[config.mk]
export PLATFORM = sky130hd
export DESIGN_NAME = gemm_tile_ctrl_flat
export DESIGN_NICKNAME = d
export VERILOG_FILES = /design/src/rtl/gemm_tile_ctrl_if.sv /design/src/rtl/gemm_tile_ctrl.sv /design/src/flat_wrapper.sv
export SDC_FILE = /design/constraint.sdc
export NUM_CORES = 1
export LEC_CHECK = 0
export CAP_MARGIN = 0
export CORE_UTILIZATION = 45
export CTS_BUF_LIST = sky130_fd_sc_hd__clkbuf_4
export CTS_CLUSTER_SIZE = 40
export DETAILED_ROUTE_END_ITERATION = 16
export PLACE_DENSITY = 0.71
export SLEW_MARGIN = 20
export SYNTH_ARGS = -nofsm -noshare
export SYNTH_HDL_FRONTEND = slang
export SYNTH_SLANG_ARGS = --single-unit
[constraint.sdc]
create_clock -name clk -period 3.53 [get_ports clk]
set_input_delay 0.706 -clock clk [delete_from_list [all_inputs] [get_ports clk]]
set_output_delay 0.706 -clock clk [all_outputs]
set_load 0.01 [all_outputs]
[src/rtl/gemm_tile_ctrl_if.sv]
// Command, SRAM-read and array-control bundle of the GEMM tile sequencer.
// master drives the command side; slave is the sequencer.
interface gemm_tile_ctrl_if #(
    parameter int M_WIDTH    = 16,
    parameter int ADDR_WIDTH = 16
);
    logic                  start;
    logic                  abort;
    logic [M_WIDTH-1:0]    cfg_m;
    logic [ADDR_WIDTH-1:0] cfg_w_base;
    logic [ADDR_WIDTH-1:0] cfg_a_base;
    logic                  busy;
    logic                  done;
    logic                  w_rd_en;
    logic [ADDR_WIDTH-1:0] w_rd_addr;
    logic                  a_rd_en;
    logic [ADDR_WIDTH-1:0] a_rd_addr;
    logic                  arr_clr;
    logic                  arr_load_weight;
    logic                  arr_en;
    logic                  res_valid;
    logic [M_WIDTH-1:0]    res_row_idx;

    modport master (
        output start, abort, cfg_m, cfg_w_base, cfg_a_base,
        input  busy, done, w_rd_en, w_rd_addr, a_rd_en, a_rd_addr,
        input  arr_clr, arr_load_weight, arr_en, res_valid, res_row_idx
    );

    modport slave (
        input  start, abort, cfg_m, cfg_w_base, cfg_a_base,
        output busy, done, w_rd_en, w_rd_addr, a_rd_en, a_rd_addr,
        output arr_clr, arr_load_weight, arr_en, res_valid, res_row_idx
    );
endinterface

[src/rtl/gemm_tile_ctrl.sv]
// Weight-stationary GEMM tile sequencer: load weights, stream
// activations, tag result rows as they leave the systolic array.
module gemm_tile_ctrl #(
    parameter int ARRAY_N    = 16,
    parameter int M_WIDTH    = 16,
    parameter int ADDR_WIDTH = 16,
    parameter int RES_LAT    = 2 * ARRAY_N
) (
    input logic             clk,
    input logic             rst_n,
    gemm_tile_ctrl_if.slave bus
);
    typedef enum logic [2:0] {
        IDLE, LOAD_W, COMPUTE, DRAIN, DONE
    } state_t;

    localparam logic [M_WIDTH-1:0]    LAST_W = M_WIDTH'(ARRAY_N - 1);
    localparam logic [ADDR_WIDTH-1:0] W_OFF  = ADDR_WIDTH'(ARRAY_N - 1);

    state_t                state, state_n;
    logic [M_WIDTH-1:0]    cnt, cnt_n;
    logic [M_WIDTH-1:0]    m_q;
    logic [M_WIDTH-1:0]    idx;
    logic [ADDR_WIDTH-1:0] a_base_q;
    logic [ADDR_WIDTH-1:0] w_addr;
    logic [ADDR_WIDTH-1:0] a_addr;
    logic                  busy_q, busy_n;
    logic                  done_q, done_n;
    logic                  w_en, w_en_n;
    logic                  a_en, a_en_n;
    logic                  clr, clr_n;
    logic                  ld;
    logic                  acc;
    logic [RES_LAT-1:0]    lat;
    logic                  accept;
    logic                  last_res;

    assign accept   = (state == IDLE) && bus.start && !bus.abort;
    assign last_res = lat[RES_LAT-1] && (idx == m_q - 1'b1);

    always_ff @(posedge clk or negedge rst_n) begin
        if (!rst_n) begin
            state <= IDLE;
            cnt   <= '0;
        end else begin
            state <= state_n;
            cnt   <= cnt_n;
        end
    end

    always_comb begin
        state_n = state;
        cnt_n   = cnt;
        w_en_n  = 1'b0;
        a_en_n  = 1'b0;
        clr_n   = 1'b0;
        done_n  = 1'b0;
        unique case (state)
            IDLE: begin
                if (bus.start) begin
                    state_n = LOAD_W;
                    cnt_n   = '0;
                    w_en_n  = 1'b1;
                    clr_n   = 1'b1;
                end
            end
            LOAD_W: begin
                if (cnt == LAST_W) begin
                    cnt_n = '0;
                    // m=0 still needs one more cycle for the last weight shift
                    if (m_q == '0) begin
                        state_n = DRAIN;
                    end else begin
                        state_n = COMPUTE;
                        a_en_n  = 1'b1;
                    end
                end else begin
                    cnt_n  = cnt + 1'b1;
                    w_en_n = 1'b1;
                end
            end
            COMPUTE: begin
                if (cnt == m_q - 1'b1) begin
                    state_n = DRAIN;
                end else begin
                    cnt_n  = cnt + 1'b1;
                    a_en_n = 1'b1;
                end
            end
            DRAIN: begin
                if (m_q == '0 || last_res) begin
                    state_n = DONE;
                    done_n  = 1'b1;
                end
            end
            DONE: state_n = IDLE;
            default: state_n = IDLE;
        endcase
        if (bus.abort) begin
            state_n = IDLE;
            w_en_n  = 1'b0;
            a_en_n  = 1'b0;
            clr_n   = 1'b0;
            done_n  = 1'b0;
        end
        busy_n = (state_n != IDLE);
    end

    always_ff @(posedge clk or negedge rst_n) begin
        if (!rst_n) begin
            busy_q   <= 1'b0;
            done_q   <= 1'b0;
            w_en     <= 1'b0;
            a_en     <= 1'b0;
            clr      <= 1'b0;
            ld       <= 1'b0;
            acc      <= 1'b0;
            lat      <= '0;
            m_q      <= '0;
            a_base_q <= '0;
            w_addr   <= '0;
            a_addr   <= '0;
            idx      <= '0;
        end else begin
            busy_q <= busy_n;
            done_q <= done_n;
            w_en   <= w_en_n;
            a_en   <= a_en_n;
            clr    <= clr_n;
            ld     <= w_en && !bus.abort;
            acc    <= a_en && !bus.abort;
            // arr_en delayed by the array latency marks each result row
            lat    <= bus.abort ? '0 : {lat[RES_LAT-2:0], acc};
            if (accept) begin
                m_q      <= bus.cfg_m;
                a_base_q <= bus.cfg_a_base;
                w_addr   <= bus.cfg_w_base + W_OFF;
            end else if (state == LOAD_W) begin
                w_addr <= w_addr - 1'b1;
            end
            if (state == LOAD_W) begin
                a_addr <= a_base_q;
            end else if (state == COMPUTE) begin
                a_addr <= a_addr + 1'b1;
            end
            if (accept || bus.abort) begin
                idx <= '0;
            end else if (lat[RES_LAT-1]) begin
                idx <= idx + 1'b1;
            end
        end
    end

    assign bus.busy            = busy_q;
    assign bus.done            = done_q;
    assign bus.w_rd_en         = w_en;
    assign bus.w_rd_addr       = w_addr;
    assign bus.a_rd_en         = a_en;
    assign bus.a_rd_addr       = a_addr;
    assign bus.arr_clr         = clr;
    assign bus.arr_load_weight = ld;
    assign bus.arr_en          = acc;
    assign bus.res_valid       = lat[RES_LAT-1];
    assign bus.res_row_idx     = idx;
endmodule

[src/flat_wrapper.sv]
// flat-port wrapper written by rule: the top's interface ports become plain ports
module gemm_tile_ctrl_flat 
#(
    parameter int ARRAY_N    = 16,
    parameter int M_WIDTH    = 16,
    parameter int ADDR_WIDTH = 16,
    parameter int RES_LAT    = 2 * ARRAY_N
)
  (clk, rst_n, bus_start, bus_abort, bus_cfg_m, bus_cfg_w_base, bus_cfg_a_base, bus_busy, bus_done, bus_w_rd_en, bus_w_rd_addr, bus_a_rd_en, bus_a_rd_addr, bus_arr_clr, bus_arr_load_weight, bus_arr_en, bus_res_valid, bus_res_row_idx);
  gemm_tile_ctrl_if #(.M_WIDTH(M_WIDTH), .ADDR_WIDTH(ADDR_WIDTH)) bus_i ();
  input logic clk;
  input logic rst_n;
  input wire logic [$bits(bus_i.start)-1:0] bus_start;
  input wire logic [$bits(bus_i.abort)-1:0] bus_abort;
  input wire logic [$bits(bus_i.cfg_m)-1:0] bus_cfg_m;
  input wire logic [$bits(bus_i.cfg_w_base)-1:0] bus_cfg_w_base;
  input wire logic [$bits(bus_i.cfg_a_base)-1:0] bus_cfg_a_base;
  output wire logic [$bits(bus_i.busy)-1:0] bus_busy;
  output wire logic [$bits(bus_i.done)-1:0] bus_done;
  output wire logic [$bits(bus_i.w_rd_en)-1:0] bus_w_rd_en;
  output wire logic [$bits(bus_i.w_rd_addr)-1:0] bus_w_rd_addr;
  output wire logic [$bits(bus_i.a_rd_en)-1:0] bus_a_rd_en;
  output wire logic [$bits(bus_i.a_rd_addr)-1:0] bus_a_rd_addr;
  output wire logic [$bits(bus_i.arr_clr)-1:0] bus_arr_clr;
  output wire logic [$bits(bus_i.arr_load_weight)-1:0] bus_arr_load_weight;
  output wire logic [$bits(bus_i.arr_en)-1:0] bus_arr_en;
  output wire logic [$bits(bus_i.res_valid)-1:0] bus_res_valid;
  output wire logic [$bits(bus_i.res_row_idx)-1:0] bus_res_row_idx;
  assign bus_i.start = bus_start;
  assign bus_i.abort = bus_abort;
  assign bus_i.cfg_m = bus_cfg_m;
  assign bus_i.cfg_w_base = bus_cfg_w_base;
  assign bus_i.cfg_a_base = bus_cfg_a_base;
  assign bus_busy = bus_i.busy;
  assign bus_done = bus_i.done;
  assign bus_w_rd_en = bus_i.w_rd_en;
  assign bus_w_rd_addr = bus_i.w_rd_addr;
  assign bus_a_rd_en = bus_i.a_rd_en;
  assign bus_a_rd_addr = bus_i.a_rd_addr;
  assign bus_arr_clr = bus_i.arr_clr;
  assign bus_arr_load_weight = bus_i.arr_load_weight;
  assign bus_arr_en = bus_i.arr_en;
  assign bus_res_valid = bus_i.res_valid;
  assign bus_res_row_idx = bus_i.res_row_idx;
  gemm_tile_ctrl #(.ARRAY_N(ARRAY_N), .M_WIDTH(M_WIDTH), .ADDR_WIDTH(ADDR_WIDTH), .RES_LAT(RES_LAT)) u_core (.clk(clk), .rst_n(rst_n), .bus(bus_i));
endmodule
Yosys cells after proc, flatten, opt, wreduce, memory -nomap -nowiden. Cells that the tools add are included.

Flip-flop bits (word level): 138. Output and inout port bits: 56.

Add/subtract/negate cells: 6. Equality and inequality tests: 8. Mux-type cells: 32. Reduce and logical (&&, ||, !) cells: 16.

Operators with widths (number): two-way mux 16 bit (9); adder 16 x 1 -> 16 bit (second input constant) (3); case mux 16 bit (3 select lines) (1); == test 16 bit (2); two-way mux 32 bit (1); subtractor 16 x 1 -> 16 bit (second input constant) (2); adder 16 x 4 -> 16 bit (second input constant) (1); == test 16 x 4 -> 1 bit (second input constant) (1); zero test 16 bit (1); two-way mux 3 bit (5); two-way mux 1 bit (13); case mux 3 bit (4 select lines) (1); == test 3 x 2 -> 1 bit (second input constant) (2); nonzero test 2 bit (3); nonzero test 3 bit (2); logical AND 1 bit (5); != test 2 bit (second input constant) (2); case mux 1 bit (2 select lines) (2); == test 3 x 1 -> 1 bit (second input constant) (1); zero test 3 bit (1); AND reduction 3 bit (1); logical OR 1 bit (2); zero test 1 bit (1).

Depth between registers and ports, before layout. Gate-level depths: netlist of run 1.

Depth after elaboration: 8. Mapped depth: 13. Depth with buffers taken out: 10.

Least setup slack after synthesis of run 1. OpenSTA, ideal clock, no wires.

Path type: reg-to-reg. Start point: reg u_core.m_q[0]. End point: reg u_core.cnt[15]. Setup time: 0.077 ns. Arrival time: 3.198 ns. Path slack: 0.254 ns. Cell stages (with the launch flop): 12. Buffers on the path: 1. Path through: dfrtp_1 -> inv_1 -> ha_1 -> nor3b_1 -> nand4_1 -> xnor2_1 -> mux2_2 -> and3_1 -> and4_1 -> buf_4 -> or4_1 -> a21oi_2.

Word-level cells in the longest chain between the ends: 4.

Ends and longest elaborated chain: from (decl) (RTL line gemm_tile_ctrl.sv:22) `logic [M_WIDTH-1:0] m_q;`; from (signal assigned) (RTL line gemm_tile_ctrl.sv:135) `m_q <= bus.cfg_m;`; subtractor 16 x 1 -> 16 bit (RTL line gemm_tile_ctrl.sv:83) `if (cnt == m_q - 1'b1) begin`; == test 16 bit (RTL line gemm_tile_ctrl.sv:83); != test 2 bit (no source line); AND reduction 3 bit (no source line); to (signal assigned) (RTL line gemm_tile_ctrl.sv:47) `cnt <= cnt_n;`; to (decl) (RTL line gemm_tile_ctrl.sv:21) `logic [M_WIDTH-1:0] cnt, cnt_n;`.

Every way passes these cells. A chain may end at the register's enable or synchronous reset.

Worst setup path in the final report of run 1.
Start point: reg u_core.m_q[0]. End point: reg u_core.state[1].

Word-level cells in the longest chain between the ends: 7. Elaborated cells on any way between the ends: 10. Classes of those cells: add/sub: 1; eq/ne: 2; mux: 4; reduce/logical: 3.

Ends and longest elaborated chain: subtractor 16 x 1 -> 16 bit (RTL line gemm_tile_ctrl.sv:39, gemm_tile_ctrl.sv:83); == test 16 bit (RTL line gemm_tile_ctrl.sv:39) `assign last_res = lat[RES_LAT-1] && (idx == m_q - 1'b1);`; logical AND 1 bit (RTL line gemm_tile_ctrl.sv:39); logical OR 1 bit (RTL line gemm_tile_ctrl.sv:91) `if (m_q == '0 || last_res) begin`; two-way mux 3 bit (RTL line gemm_tile_ctrl.sv:91); case mux 3 bit (4 select lines) * (RTL line gemm_tile_ctrl.sv:58) `unique case (state)`; two-way mux 3 bit * (RTL line gemm_tile_ctrl.sv:99) `if (bus.abort) begin`; via u_core.state_n[1] (RTL line gemm_tile_ctrl.sv:20) `state_t state, state_n;`; to (signal assigned) (RTL line gemm_tile_ctrl.sv:46) `state <= state_n;`; to (decl) (RTL line gemm_tile_ctrl.sv:20).

Mark *: on every way through the listed nets, which the timed path passes. The rest lies on a longest branch.

==> metrics.md, run 1 <==
| Metric | Value |
|---|---|
| Main synth FF type | dfrtp_1 |
| Main combinational cell family by area after synthesis | simple AND/OR/NAND/NOR gates |
| Most frequent cells in the layout | nand2_1 (140), dfrtp_1 (138), clkdlybuf4s50_1 (106) |
| Worst path slowest cell | a2111oi_0 |
| Setup violators final | 0 |
| Total wire length | 19.6 mm |
| Layout Cells excl Fill | 1171 |
| Std-Cell Rows | 46 |
| Fin. Hold Viols | 0 |
| Post-synthesis compound-gate area fraction | 12.4% |
| Synth-to-layout area growth | 21.7% |
| Num CTS Buffers | 17 |
| Post-route setup TNS | 0 ns |
| Share of layout cells above drive strength 1 | 8.48% |
| Die Wd | 131 um |
| Sequential fraction of the synthesis area | 45.8% |
| MaxCap Viol Count | 0 |
| CP startpoint kind | flop |
| Kind of critical path | flop to flop |
| Slew @ Worst Pin | 0.740 ns |
| Die area | 0.0173 mm^2 |
| I/O Pins | 108 |
| Synth Area per Inst | 8.98 um^2 |
| Yosys cell types | 64 |
| DP HPWL | 14.1 mm |
| Synth top area cells | dfrtp_1 (46%), nand2_1 (7.0%), xnor2_1 (3.9%), xor2_1 (3.4%), nor2b_1 (3.1%) |
| Post-CTS Setup Inserts | 0 |
| Max stage delay on crit path | 0.58 ns |
| Post-Synth Adder-Cell Area | 1.16% |
| CTS sink cnt | 138 |
| RSZ-0062 raised after global routing | no |
| GPL Wtd Cong | 0.909 |
| Synth area leader | dfrtp_1 |
| Mapped Area | 0.00754 mm^2 |
| Crit path capture type | flop |
| Initial core utilization | 46.8% |
| Htree depth | 4 |
| First-pass GRT wire length | 32.3 mm |
| Vias in the first global route | 6258 |
| Xor and xnor area share after synthesis | 7.91% |
| Async set-reset flop share out of synthesis | 100% |
| Initial drt markers | 402 |
| GRT Residual Overflow | 0 |
| Mux cell area share after synthesis | 0.747% |
| Leak pwr | 3.89 nW |
| Pwr dens | 454 mW/mm^2 |
| # diodes | 0 |
| R2r endpoint | u_core.state[1] |
| Dpl ws | 0.234 ns |
| Port Buf Inserts | 107 |
| # hold bufs at CTS | 0 |
| Initial antenna violation count | 0 |
| FF-to-FF setup slack | 0.26 ns |
| Finished layout cell area | 0.00918 mm^2 |
| Post-route DRC | 0 |
| Fill count | 1473 |
| CTS tree | yes |
| Clock Latency Late Sink | 0.56 ns |
| Max frequency | 0.306 GHz |
| Worst Hold Class | input port to async pin |
| Gr usage total | 23.4% |
| Core Box Area | 0.0161 mm^2 |
| CTS clock-pin slew for the worst setup and hold paths | 0.15 ns |
| DRT antenna net count | 0 |
| PnR worst setup slack | 0.263 ns |
| R2r startpoint | u_core.m_q[0] |
| Routed length per instance | 16.7 um |
| Post-route clock skew | 0.0192 ns |
| Placed cells | 1139 |
| Cells along the critical path | inv_1 -> ha_1 -> or3b_2 -> or3_1 -> a31oi_1 -> o21ai_0 -> a2111oi_0 -> a31oi_1 -> o21ai_0 -> a211oi_1 |
| Area after DPL | 0.00888 mm^2 |
| Clock root buffer | clkbuf_4 |
| Detailed-route via count | 6615 |
| Post-CTS sizing | 0 |
| Number of buffers and inverters on the critical path | 1 |
| First-pass iteration count of the detailed router | 5 |
| Synth Instances | 840 |
| Largest net degree at the start of global routing | 78 |
| Final net count | 1001 |
| Syn Nets | 899 |
| Status | complete, no violations |
| Peak VDD IR | 309 uV |
| Worst endpoint data arrival time | 3.71 ns |
| Commonest non-fill, non-tap cell in the layout | nand2_1 |
| Area share of the largest cell type after synthesis | 45.8% |
| Fin crit period | 3.27 ns |
| Critical path fanouts, max | 7 |
| Relative slew slack | 50.2% |
| Number of flops mapped to enable cells by yosys | 0 |
| Clock Path Buffers | 2 |
| Die Ht | 131 um |
| Fin. max-slew vios | 0 |
| Simple-Gate Fraction of Synth Area | 27.9% |
| YS warnings | 0 |
| Yosys reg bits | 138 |
| Reg2Reg Depth | 10 |
| Top delay family on crit path | compound AO/OA/AOI/OAI gates |
| WP data required | 3.98 ns |
| Post-DR vias/cell | 5.65 |
| Final period util | 92.6% |
-- report_power, final --
group	internal, mW	leakage, nW	switching (mW)
Clock	0.336	0.155	0.742
Combinational	0.551	1.91	0.554
Sequential	1.75	1.83	0.234
-- flip-flops by register name, summed over array words and instances (netlist names), 3 cells and up --
register,flops
u_core.lat,32
u_core.m_q,16
u_core.cnt,16
u_core.a_base_q,16
u_core.bus.w_rd_addr,16
u_core.bus.a_rd_addr,16
u_core.state,3
u_core.bus.res_row_idx,16
-- area by class of cell --
type | instances | area (um^2) | share of cell area [%]
inverter | 19 | 71.3 | 0.777
sequential | 138 | 3450 | 37.6
clock buffer | 17 | 128 | 1.39
clock inverter | 15 | 169 | 1.84
multi-input combinational | 631 | 3790 | 41.3
tap | 216 | 270 | 2.94
timing repair buffer | 135 | 1290 | 14.1
-- through the flow --
step / util [%] / hold WS [ns] / total power, mW
finish: 57.0 / 0.151 / 4.17
global route: 57.0 / 0.189 / 4.40
CTS: 56.9 / 0.167 / 4.19
detailed placement: 55.1 / 0.452 / 3.11
global placement: 55.1 / 0.444 / 3.10
floorplan: - / 0.410 / 2.57
-- kinds of logic (layout without fill, tap and decap cells) --
logic type	after synthesis	after routing
compound gates	142	142
xor+xnor	65	65
fa+ha+maj	7	7
simple gates	412	412
buf+inv	71	186
mux	5	5
flops	138	138
-- how the worst max path moves through the flow --
stage                        startpoint         endpoint  slack [ns]  cells after the start
after detailed placement  u_core.m_q[0]    u_core.cnt[0]        0.23                     11
after global routing      u_core.m_q[0]    u_core.cnt[0]        0.02                     11
final                     u_core.m_q[0]  u_core.state[1]        0.26                     10
after floorplan           u_core.m_q[0]   u_core.cnt[15]        0.25                     11
after global placement    u_core.m_q[0]    u_core.cnt[0]        0.36                     11
after CTS                 u_core.m_q[0]    u_core.cnt[0]        0.23                     11
-- synth_stat cells, types with 18 or more instances --
library cell,n
nand2_1,140
dfrtp_1,138
nor2_1,59
o21ai_0,45
clkbuf_1,38
nor2b_1,37
xnor2_1,34
xor2_1,29
nand3_1,26
nor3_1,23
and3_1,20
inv_1,19
nand4_1,19
nor4_1,19
a21oi_1,18
-- metal layers --
metal,wire [um],vias to the layer above,global-route usage (%)
met5,0,-,0
met4,459,0,7.82
met3,1370,43,5.52
met2,8950,238,36.3
met1,8810,3165,32.1
li1,-,3169,-
Power figures use the tool's default switching activity.
==> run 2, diff against run 1 <==
Settings changed: CAP_MARGIN 0 to default, PLACE_DENSITY 0.71 to 0.68.
Clock period 3.53 ns to 3.2 ns, I/O delays scaled along.
==> run 2 against run 1 <==
Effect of this change:
- routed wire length up 2.4%
- sequential cell count unchanged
- highest routed layer unchanged
- die area unchanged
==> metrics.md, run 2 (synthesis gave the netlist of run 1 again) <==
| Metric | Value |
|---|---|
| Largest register FFs | 32 (unchanged) |
| Leak pwr | 3.98 nW (was 3.89 nW) |
| Gr usage total | 23.9% (was 23.4%) |
| Slew @ Worst Pin | 0.706 ns (was 0.740 ns) |
| Die area | 0.0173 mm^2 (unchanged) |
| Synth-to-layout area growth | 23.8% (was 21.7%) |
| Most frequent cells in the layout | nand2_1 (140), dfrtp_1 (138), clkdlybuf4s50_1 (106) (unchanged) |
| CTS tree | yes (unchanged) |
| Placed cells | 1149 (was 1139) |
| Clock root buffer | clkbuf_4 (unchanged) |
| MaxCap Viol Count | 0 (unchanged) |
| Layout Cells excl Fill | 1181 (was 1171) |
| I/O Pins | 108 (unchanged) |
| Clock Latency Late Sink | 0.56 ns (about the same) |
| Core Box Area | 0.0161 mm^2 (unchanged) |
| Detailed-route via count | 6630 (was 6615) |
| Fin crit period | 3.08 ns (was 3.27 ns) |
| DP HPWL | 14.4 mm (was 14.1 mm) |
| Clock Path Buffers | 2 (unchanged) |
| Max stage delay on crit path | 0.56 ns (was 0.58 ns) |
| Die Ht | 131 um (unchanged) |
| Share of layout cells above drive strength 1 | 10.3% (was 8.48%) |
| Dpl ws | 0.133 ns (was 0.234 ns) |
| Biggest register | u_core.lat (unchanged) |
| Initial antenna violation count | 0 (unchanged) |
| # hold bufs at CTS | 0 (unchanged) |
| Largest net degree at the start of global routing | 76 (was 78) |
| Cells along the critical path | or4_4 -> or4_4 -> mux2_4 -> nor4_1 -> and3_1 -> and4_1 -> buf_12 -> or4_1 -> a21oi_2 (was inv_1 -> ha_1 -> or3b_2 -> or3_1 -> a31oi_1 -> o21ai_0 -> a2111oi_0 -> a31oi_1 -> o21ai_0 -> a211oi_1) |
| Pwr dens | 507 mW/mm^2 (was 454 mW/mm^2) |
| Total wire length | 20.1 mm (was 19.6 mm) |
| WP data required | 3.69 ns (was 3.98 ns) |
| Port Buf Inserts | 107 (unchanged) |
| Worst endpoint data arrival time | 3.57 ns (was 3.71 ns) |
| First-pass GRT wire length | 32.8 mm (was 32.3 mm) |
| Post-route clock skew | 0.0185 ns (was 0.0192 ns) |
| Initial drt markers | 428 (was 402) |
| Final period util | 96.3% (was 92.6%) |
| Vias in the first global route | 6258 (unchanged) |
| Initial core utilization | 46.8% (unchanged) |
| Std-Cell Rows | 46 (unchanged) |
| Final net count | 1011 (was 1001) |
| Peak VDD IR | 325 uV (was 309 uV) |
| CTS sink cnt | 138 (unchanged) |
| GRT Residual Overflow | 0 (unchanged) |
| Utilization after layout | 57.9% (was 57.0%) |
| Worst Hold Class | input port to async pin (unchanged) |
| WHS | 0.0986 ns (was 0.151 ns) |
| Fin. Hold Viols | 0 (unchanged) |
| Post-CTS sizing | 0 (unchanged) |
| Commonest non-fill, non-tap cell in the layout | nand2_1 (unchanged) |
| CTS clock-pin slew for the worst setup and hold paths | 0.13 ns (was 0.15 ns) |
| Kind of critical path | flop to flop (unchanged) |
| GPL Wtd Cong | 0.923 (was 0.909) |
| Status | complete, no violations (unchanged) |
| Fin. max-slew vios | 0 (unchanged) |
| Routed length per instance | 17.0 um (was 16.7 um) |
| DRT antenna net count | 0 (unchanged) |
| Max frequency | 0.325 GHz (was 0.306 GHz) |
| Setup violators final | 0 (unchanged) |
| PnR worst setup slack | 0.120 ns (was 0.263 ns) |
| Crit path capture type | flop (unchanged) |
| Worst path slowest cell | or4_4 (was a2111oi_0) |
| Post-CTS Setup Inserts | 0 (unchanged) |
| # diodes | 0 (unchanged) |
| First-pass iteration count of the detailed router | 5 (unchanged) |
| CP startpoint kind | flop (unchanged) |
| Critical path fanouts, max | 26 (was 7) |
| Post-DR vias/cell | 5.61 (was 5.65) |
| Post-route DRC | 0 (unchanged) |
| Htree depth | 4 (unchanged) |
| Cell repeated most along the worst path | or4_4 |
| Num CTS Buffers | 17 (unchanged) |
| Post-route setup TNS | 0 ns (unchanged) |
| Relative slew slack | 52.9% (was 50.2%) |
| Die Wd | 131 um (unchanged) |
run 2: cell count changes in the layout (fill, tap and decap cells not counted), moves of 2 or more:
| cell | change |
|---|---|
| a2111oi_0 | -2 |
| buf_4 | +9 |
| bufinv_16 | +3 |
| clkinv_4 | +4 |
| clkinv_8 | -2 |
| inv_8 | -6 |
| or4_1 | -2 |
| or4_4 | +2 |
run 2: area by class of cell:
cell class                      instances  area [um^2]
Sequential cell                       138         3450
Tap cell                              216          270
Multi-Input combinational cell        631         3840
Timing Repair Buffer                  145         1380
Clock inverter                         15          191
Inverter                               19         71.3
Clock buffer                           17          128
Fill cell                            1472         6780
run 2: path summary, 6_finish.rpt:
kind	start	to	slack (ns)	depth (start not counted)
max	u_core.m_q[1]	u_core.cnt[6]	0.12	9
min	rst_n	u_core.cnt[6]	0.1	1
max reg2reg	u_core.m_q[1]	u_core.cnt[6]	0.12	9
min reg2reg	u_core.lat[3]	u_core.lat[4]	0.46	1
max in group asynchronous	rst_n	u_core.bus.done	2.33	2
min in group clk	u_core.lat[3]	u_core.lat[4]	0.46	1
run 2: power breakdown:
part	switching, mW	internal [mW]	total [mW]	leakage [nW]
combinational	0.641	0.639	1.28	1.98
sequential	0.254	1.94	2.19	1.83
clock	0.709	0.557	1.27	0.165
run 2: layer usage:
layer	global-route usage, %	vias up	share of wire, %
met4	8.01	0	1.7
met3	4.71	26	5.9
met1	32.4	3221	45
met2	38.1	195	47
met5	0	-	0
li1	-	3188	-
run 2: stage by stage:
| stage | instance area (um^2) | total power, mW |
|---|---|---|
| after floorplan | 7550 | 2.84 |
| after global placement | 8970 | 3.46 |
| after detailed placement | 8970 | 3.46 |
| after CTS | 9290 | 4.74 |
| after global routing | 9340 | 4.99 |
| final | 9340 | 4.74 |
run 2: critical path, delay by kind of cell, from the launching register on:
family	cells	cell delay [ns]
and+or+nand+nor	6	2.04
DFF	1	0.44
buffers and inverters	1	0.16
muxes	1	0.22
AOI/OAI and AO/OA	1	0.14
